==> config.mk <==
export PLATFORM = sky130hd
export DESIGN_NAME = matrix256_serial_rx
export DESIGN_NICKNAME = d
export VERILOG_FILES = /design/src/rtl/matrix256_pkg.sv /design/src/rtl/matrix256_rx_sync.sv /design/src/rtl/matrix256_serial_rx.sv
export SDC_FILE = /design/constraint.sdc
export NUM_CORES = 2
export LEC_CHECK = 0
export CORE_ASPECT_RATIO = 1.2
export CORE_UTILIZATION = 35
export CTS_BUF_LIST = sky130_fd_sc_hd__clkbuf_16
export DETAILED_ROUTE_END_ITERATION = 7
export GPL_TIMING_DRIVEN = 0
export PLACE_DENSITY_LB_ADDON = 0.25
export SLEW_MARGIN = 40
export SYNTH_ARGS = -nofsm -noshare
export SYNTH_HDL_FRONTEND = slang
export SYNTH_SLANG_ARGS = --single-unit
==> constraint.sdc <==
create_clock -name clk -period 43.6 [get_ports clk]
set_input_delay 10.9 -clock clk [delete_from_list [all_inputs] [get_ports clk]]
set_output_delay 10.9 -clock clk [all_outputs]
set_load 0.1 [all_outputs]
==> src/rtl/matrix256_pkg.sv <==
// Shared geometry and types for the Pmod Matrix256 link receiver.
package matrix256_pkg;

  localparam int unsigned LINES     = 16;
  localparam int unsigned PIX       = 16;
  localparam int unsigned WORD_BITS = 32;
  localparam int unsigned ANODE_MSB = 31;
  localparam int unsigned CATH_MSB  = 15;
  localparam int unsigned CNT_W     = 6;

  typedef logic [1:0]       pix_t;
  typedef logic [3:0]       line_idx_t;
  typedef logic [CNT_W-1:0] bit_cnt_t;

endpackage

==> src/rtl/matrix256_rx_sync.sv <==
// Multi-flop synchronizer for one asynchronous link wire, with registered
// level and rise/fall pulses that are all aligned to the same clk cycle.
module matrix256_rx_sync #(
  parameter int unsigned SYNC_STAGES = 2
) (
  input  logic clk,
  input  logic rst,
  input  logic din,
  output logic level,
  output logic rise,
  output logic fall
);

  logic [SYNC_STAGES-1:0] stages;

  always_ff @(posedge clk or posedge rst) begin
    if (rst) begin
      stages <= '0;
      level  <= 1'b0;
      rise   <= 1'b0;
      fall   <= 1'b0;
    end else begin
      stages <= {stages[SYNC_STAGES-2:0], din};
      level  <= stages[SYNC_STAGES-1];
      rise   <= stages[SYNC_STAGES-1] & ~level;
      fall   <= ~stages[SYNC_STAGES-1] & level;
    end
  end

endmodule

==> src/rtl/matrix256_serial_rx.sv <==
// Snoops the Matrix256 sclk/sdata/rclk link and rebuilds the 16x16 2-bit
// intensity image from the density passes the driver scans out.
module matrix256_serial_rx
  import matrix256_pkg::*;
#(
  parameter int unsigned SYNC_STAGES = 2,
  parameter int unsigned PASSES      = 4
) (
  input  logic      clk,
  input  logic      rst,
  input  logic      link_sclk,
  input  logic      link_sdata,
  input  logic      link_rclk,
  input  logic [3:0] rd_line,
  input  logic [3:0] rd_pix,
  output logic [1:0] rd_data,
  output logic      line_commit,
  output logic [3:0] commit_line,
  output logic      frame_done,
  output logic      len_err,
  output logic      cath_err
);

  localparam int unsigned PW = (PASSES > 1) ? $clog2(PASSES) : 1;

  logic sclk_level, sclk_rise, sclk_fall;
  logic sdata_level, sdata_rise, sdata_fall;
  logic rclk_level, rclk_rise, rclk_fall;

  matrix256_rx_sync #(.SYNC_STAGES(SYNC_STAGES)) u_sync_sclk (
    .clk(clk), .rst(rst), .din(link_sclk),
    .level(sclk_level), .rise(sclk_rise), .fall(sclk_fall)
  );
  matrix256_rx_sync #(.SYNC_STAGES(SYNC_STAGES)) u_sync_sdata (
    .clk(clk), .rst(rst), .din(link_sdata),
    .level(sdata_level), .rise(sdata_rise), .fall(sdata_fall)
  );
  matrix256_rx_sync #(.SYNC_STAGES(SYNC_STAGES)) u_sync_rclk (
    .clk(clk), .rst(rst), .din(link_rclk),
    .level(rclk_level), .rise(rclk_rise), .fall(rclk_fall)
  );

  logic unused_sync;
  assign unused_sync = ^{sclk_level, sclk_rise, sdata_rise, sdata_fall,
                         rclk_level, rclk_fall};

  logic [WORD_BITS-1:0] word;
  bit_cnt_t             bit_cnt;
  pix_t                 acc      [LINES][PIX];
  pix_t                 disp     [LINES][PIX];
  logic [PW-1:0]        pass_cnt [LINES];

  logic [WORD_BITS-1:0] word_shift, word_eff;
  bit_cnt_t             cnt_shift, cnt_eff;
  logic                 cath_ok;
  line_idx_t            lat_line;
  pix_t                 acc_next [PIX];

  // Word/count as they stand once any same-cycle sclk bit is folded in.
  always_comb begin
    word_shift = {word[WORD_BITS-2:0], sdata_level};
    cnt_shift  = (bit_cnt == '1) ? bit_cnt : bit_cnt + bit_cnt_t'(1);
    word_eff   = sclk_fall ? word_shift : word;
    cnt_eff    = sclk_fall ? cnt_shift : bit_cnt;
    cath_ok    = ($countones(~word_eff[CATH_MSB:0]) == 1);
    lat_line   = '0;
    for (int l = 0; l < int'(LINES); l++) begin
      if (!word_eff[int'(CATH_MSB) - l]) lat_line = line_idx_t'(l);
    end
    for (int p = 0; p < int'(PIX); p++) begin
      if (word_eff[int'(ANODE_MSB) - int'(PIX) + 1 + p] && acc[lat_line][p] != 2'd3)
        acc_next[p] = acc[lat_line][p] + 2'd1;
      else
        acc_next[p] = acc[lat_line][p];
    end
  end

  always_ff @(posedge clk or posedge rst) begin
    if (rst) begin
      word        <= '0;
      bit_cnt     <= '0;
      rd_data     <= '0;
      line_commit <= 1'b0;
      commit_line <= '0;
      frame_done  <= 1'b0;
      len_err     <= 1'b0;
      cath_err    <= 1'b0;
      for (int l = 0; l < int'(LINES); l++) begin
        pass_cnt[l] <= '0;
        for (int p = 0; p < int'(PIX); p++) begin
          acc[l][p]  <= '0;
          disp[l][p] <= '0;
        end
      end
    end else begin
      line_commit <= 1'b0;
      frame_done  <= 1'b0;
      len_err     <= 1'b0;
      cath_err    <= 1'b0;
      rd_data     <= disp[rd_line][rd_pix];
      if (sclk_fall) begin
        word    <= word_shift;
        bit_cnt <= cnt_shift;
      end
      if (rclk_rise) begin
        bit_cnt <= '0;
        if (cnt_eff != bit_cnt_t'(WORD_BITS)) begin
          len_err <= 1'b1;
        end else if (!cath_ok) begin
          cath_err <= 1'b1;
        end else if (pass_cnt[lat_line] == PW'(PASSES - 1)) begin
          // Last density pass of this line: publish and restart accumulation.
          for (int p = 0; p < int'(PIX); p++) begin
            disp[lat_line][p] <= acc_next[p];
            acc[lat_line][p]  <= '0;
          end
          pass_cnt[lat_line] <= '0;
          line_commit        <= 1'b1;
          commit_line        <= lat_line;
          frame_done         <= (lat_line == line_idx_t'(LINES - 1));
        end else begin
          for (int p = 0; p < int'(PIX); p++) acc[lat_line][p] <= acc_next[p];
          pass_cnt[lat_line] <= pass_cnt[lat_line] + PW'(1);
        end
      end
    end
  end

endmodule
[Yosys cells after proc, flatten, opt, wreduce, memory -nomap -nowiden]
Cells that the tools add are included.
Storage, ports and cells
  memories: 0
  memory bits (read-only): 0
  RAM bits: 0
  latch bits: 0
  word-level logic and storage cells: 793
  flip-flop bits (word level): 1115
Cells by class
  order comparisons: 4
  bitwise logic cells: 43
  shift operators: 0
  add/subtract/negate cells: 33
  muxes and demuxes: 129
  reductions and logical operators: 19
  div/mod/pow operators: 0
  eq/ne operators: 21
  $mul: 0
Operators by type and width (number)
  512-bit bitwise mux: 32
  512-bit bitwise AND: 16
  512-bit NOT: 16
  32-bit demux with 4-bit select: 16
  512-bit 2-to-1 mux: 1
  32-bit binary-select mux with 4-bit select: 2
  32-bit 2-to-1 mux: 7
  4-bit 2-to-1 mux: 15
  2-bit 2-to-1 mux: 22
  2-bit by 1-bit adder with 2-bit output, second input constant: 17
  32-bit bitwise AND: 1
  32-bit bitwise mux: 1
  2-bit != test, second input constant: 16
  32-bit NOT: 1
  30-bit 2-to-1 mux: 1
  28-bit 2-to-1 mux: 1
  26-bit 2-to-1 mux: 1
  24-bit 2-to-1 mux: 1
  6-bit 2-to-1 mux: 4
  22-bit 2-to-1 mux: 1
  20-bit 2-to-1 mux: 1
  18-bit 2-to-1 mux: 1
  1-bit logical AND: 17
  1-bit by 1-bit adder with 2-bit output: 8
  other kinds (25): 50

[Longest topological paths before layout]
  depth after elaboration: 40
  depth in mapped cells: 29
  mapped depth without buffers: 22

[Cells and area by module]
Synthesis repeated with hierarchy kept, for this count alone.
Second synthesis, totals
  cell total of the unflattened synthesis: 5006
  area, all modules: 51146.6 um2
Modules (own cells, without submodules)
  matrix256_serial_rx: instances 1, seq. area each 27626.5 um2, area an instance 50714.9 um2, cells an instance 4982
  matrix256_rx_sync: instances 3, seq. area each 125.1 um2, area an instance 143.9 um2, cells an instance 8

[Worst setup path after synthesis]
Ideal clock, no wire load.
  path type: input to register
  start point: input port rd_line[0]
  end point: register rd_data[0]
  cell stages on the path: 8
  buffers on the path: 3
  setup time: 0.127 ns
  arrival time: 13.955 ns
  path slack: 29.518 ns
  cells stage by stage: buf_2 -> buf_1 -> buf_1 -> mux4_2 -> mux4_2 -> mux4_2 -> a211oi_1 -> a21oi_1
Between the ends
  word-level cells in the longest chain between the ends: 7
Ends and longest elaborated chain
  from (decl): line matrix256_serial_rx.sv:14  | input logic [3:0] rd_line,
  4-bit NOT with 5-bit output (implied by the code): line matrix256_serial_rx.sv:100  | rd_data <= disp[rd_line][rd_pix];
  32-bit binary-select mux with 4-bit select: line matrix256_serial_rx.sv:100
  32-bit 2-to-1 mux (implied by the code) (2 in a row): line matrix256_serial_rx.sv:100
  2-bit binary-select mux with 4-bit select: line matrix256_serial_rx.sv:100
  2-bit 2-to-1 mux (implied by the code) (2 in a row): line matrix256_serial_rx.sv:100
  to (signal assigned): line matrix256_serial_rx.sv:100
  to (decl): line matrix256_serial_rx.sv:16  | output logic [1:0] rd_data,
Every way passes these cells. The select of a mux whose other input is x is not followed.
A chain may end at the register's enable or synchronous reset.

[Worst setup path after layout]
Same ends and word-level chain as after synthesis.

==> flow_metrics.py <==
metrics = {
    "status": {
        "status": "complete, no violations",
    },
    "sta": {
        "fmax_ghz": 0.0705,
        "period_share_pct": 32.5,
        "rsz0062_at_grt": "false",
        "hold_viol": 0,
        "tns_ns": 0,
        "layout_min_cycle_time_ns": 14.18,
        "slew_headroom_pct": 36.0,
        "whs_ns": 0.347,
        "clock_skew_ns": 0.0522,
        "tightest_slew_ns": 0.961,
        "final_max_slew_viol_count": 0,
        "finalSetupViolCount": 0,
    },
    "layout": {
        "layout-drive-gt1-share_pct": 12.0,
        "postLayoutCoreUtil_pct": 40.5,
        "final_nets": 5207,
        "area_delta_synth_final_pct": 14.6,
    },
    "floorplan": {
        "die_w_um": 347,
        "core_area_sq_mm": 0.141,
        "start_util_pct": 35.3,
        "io_pins": 23,
        "die_area_sq_mm": 0.144,
        "row_count": 151,
        "die_y_um": 416,
    },
    "detailed_routing": {
        "routed_wl_um": 197000,
        "drtIter0Drc": 4105,
        "m1WireLength_um": 77300,
        "firstDrtPassIters": 6,
        "wl_per_cell_um": 27.8,
        "highest_layer": "met4",
        "viasPerCell": 5.72,
        "drtAntennaViolNets": 0,
        "drcViolationCount": 0,
        "wl_met2_um": 91300,
        "vias": 40600,
        "met3_length_um": 13600,
    },
    "synth": {
        "ys.flop_type": "dfrtp_1",
        "ys_seq_area_share_pct": 55.9,
        "yosys_warnings": 0,
        "synth_area_sq_mm": 0.0499,
        "yosysMostFrequentCell": "nand2_1",
        "syn_inst": 4994,
        "synth_common_cells": "nand2_1, dfrtp_1, o21ai_0",
        "synth_seq_cells": 1115,
        "yosysTopAreaCell": "dfrtp_1",
        "synth_top_area_share_pct": 55.9,
        "yosys-top-cells-area": "dfrtp_1, nand2_1, o21ai_0, mux4_2, clkbuf_1",
        "avgSynthCellArea_sq_um": 9.99,
        "synthArstFlopShare_pct": 100,
        "synth-edff-count": 0,
        "syn_nets": 5041,
        "synth_cell_type_count": 83,
    },
    "setup_path": {
        "reg2reg_depth": 27,
        "critPathMaxFanout": 10,
        "required_ns": 44.22,
        "crit_arrival_ns": 14.80,
        "reg2reg_to": "acc[364]",
        "path_class": "input pin to flop",
        "r2r_start": "u_sync_sclk.fall",
        "worst_setup_path_end_kind": "flop",
        "start_kind": "input pin",
        "r2r_setup_slack_ns": 34.47,
    },
    "clock_tree": {
        "holdBufCountCts": 0,
        "clock-sinks": 1115,
        "clockRootBuffer": "clkbuf_16",
        "cts_tree": "yes",
        "clockBufferDepth": 3,
        "cts-buffers-inserted": 118,
        "h-tree-depth": 3,
        "ctsResizeCount": 0,
        "clk_latency_ns": 0.77,
        "postCtsSetupBuffers": 0,
        "path_clk_slew_ns": 0.06,
    },
    "pwr": {
        "power_switching_w": 0.000646,
        "clkPwrFrac_pct": 43.9,
        "ir_drop_mv": 0.0367,
        "power.leakage_nw": 24.4,
        "p_int_w": 0.00169,
        "p_sw_share_pct": 27.6,
        "seqPwrFrac_pct": 44.7,
        "pwr-share-comb_pct": 11.5,
        "power.density_mw_per_mm2": 40.9,
    },
    "placement": {
        "port_buffers": 17,
        "dp_hpwl_um": 151000,
        "place.gp.congestion": 0.966,
    },
    "min_path": {
        "hold_path_class": "flop to flop",
        "hold_depth": 0,
        "hold_end": "u_sync_rclk.stages[1]",
        "min_from": "u_sync_rclk.stages[0]",
    },
    "job": {
        "cap_violations": 0,
    },
    "global_route": {
        "antenna_found_initial": 8,
        "track_usage_pct": 27.4,
        "overflow": 0,
        "grt_max_degree": 79,
        "grt_pass1_wl_um": 286000,
        "grt_pass1_vias": 40300,
    },
}
==> layout by cell type (no fill, tap or decap), types with 34 or more instances in the layout <==
| cell | n |
|---|---|
| buf_2 | 58 |
| mux4_2 | 168 |
| inv_1 | 87 |
| nand2_1 | 1384 |
| o21ai_0 | 1024 |
| a21oi_1 | 92 |
| nor2_1 | 105 |
| o22ai_1 | 36 |
| dfrtp_1 | 1115 |
| nand3_1 | 100 |
| clkbuf_2 | 78 |
| o21ai_1 | 34 |
| nand4_1 | 35 |
| clkbuf_1 | 261 |
| mux2i_1 | 67 |
| clkbuf_16 | 119 |
==> power by group through the flow <==
| stage | Clock (W) | Sequential (W) | Combinational [W] |
|---|---|---|---|
| finish | 0.00103 | 0.00104 | 0.000268 |
| global route | 0.00108 | 0.00104 | 0.000284 |
| CTS | 0.00104 | 0.00104 | 0.000264 |
| detailed placement | 0 | 0.00106 | 0.000262 |
| global placement | 0 | 0.00107 | 0.000253 |
| floorplan | 0 | 0.00106 | 0.000144 |
==> per-stage QoR <==
step                instance area [sq um]  total power, W  instances  setup slack, ns
finish                              57200         0.00234       7092            29.42
global route                        57200         0.00240       7090            29.29
CTS                                 57200         0.00234       7090            29.39
detailed placement                  53300         0.00133       6876            28.59
global placement                    52400         0.00132       6847           -12.67
floorplan                           49900         0.00121       4994             1.30
==> layout make-up <==
cell class                      instances  area (sq um)
Clock inverter                         95           856
Antenna cell                            2          5.00
Sequential cell                      1115         27900
Multi-Input combinational cell       3409         20200
Inverter                               57           221
Tap cell                             1836          2300
Timing Repair Buffer                   46           893
Fill cell                           14000         84100
Clock buffer                          119          2980
Buffer                                413          1830
==> cell families after synthesis <==
family | after synthesis | share of synthesized area, %
AO/OA/AOI/OAI | 1344 | 14.7
AND/OR/NAND/NOR | 1753 | 14.6
buffers and inverters | 470 | 3.94
XOR/XNOR | 21 | 0.421
flip-flops | 1115 | 55.9
multiplexers | 257 | 9.51
adder cells (fa/ha/maj) | 34 | 0.988
==> metal layers <==
metal / GRT usage, % / vias up
met4: 18.4 / 0
li1: - / 17600
met3: 4.08 / 533
met2: 43.7 / 1807
met1: 34.5 / 20600
met5: 0 / -
==> how the worst max path moves through the flow <==
stage                     cells past startpoint  slack [ns]    endpoint  startpoint
final                                         9       29.42  rd_data[0]  rd_line[0]
after global routing                          9       29.29  rd_data[0]  rd_line[0]
after CTS                                     9       29.39  rd_data[0]  rd_line[0]
after detailed placement                      9       28.59  rd_data[0]  rd_line[0]
after global placement                        2      -12.67    acc[237]         rst
after floorplan                               1        1.30      acc[0]         rst
==> registers in the layout, indices dropped and copies added (netlist names), 2 cells and up <==
signal and count:
acc 512, u_sync_rclk.stages 2, disp 512, rd_data 2
word 32, pass_cnt 32, commit_line 4, u_sync_sclk.stages 2
u_sync_sdata.stages 2, bit_cnt 6
==> worst max-delay path, stage by stage <==
cell and delay, ns:
buf_2 0.40, buf_2 0.54, clkbuf_2 0.60, clkbuf_1 0.54, mux4_2 0.41, mux4_2 0.49, mux4_2 0.53, a211oi_1 0.26
a21oi_1 0.08
Power figures use the tool's default switching activity.
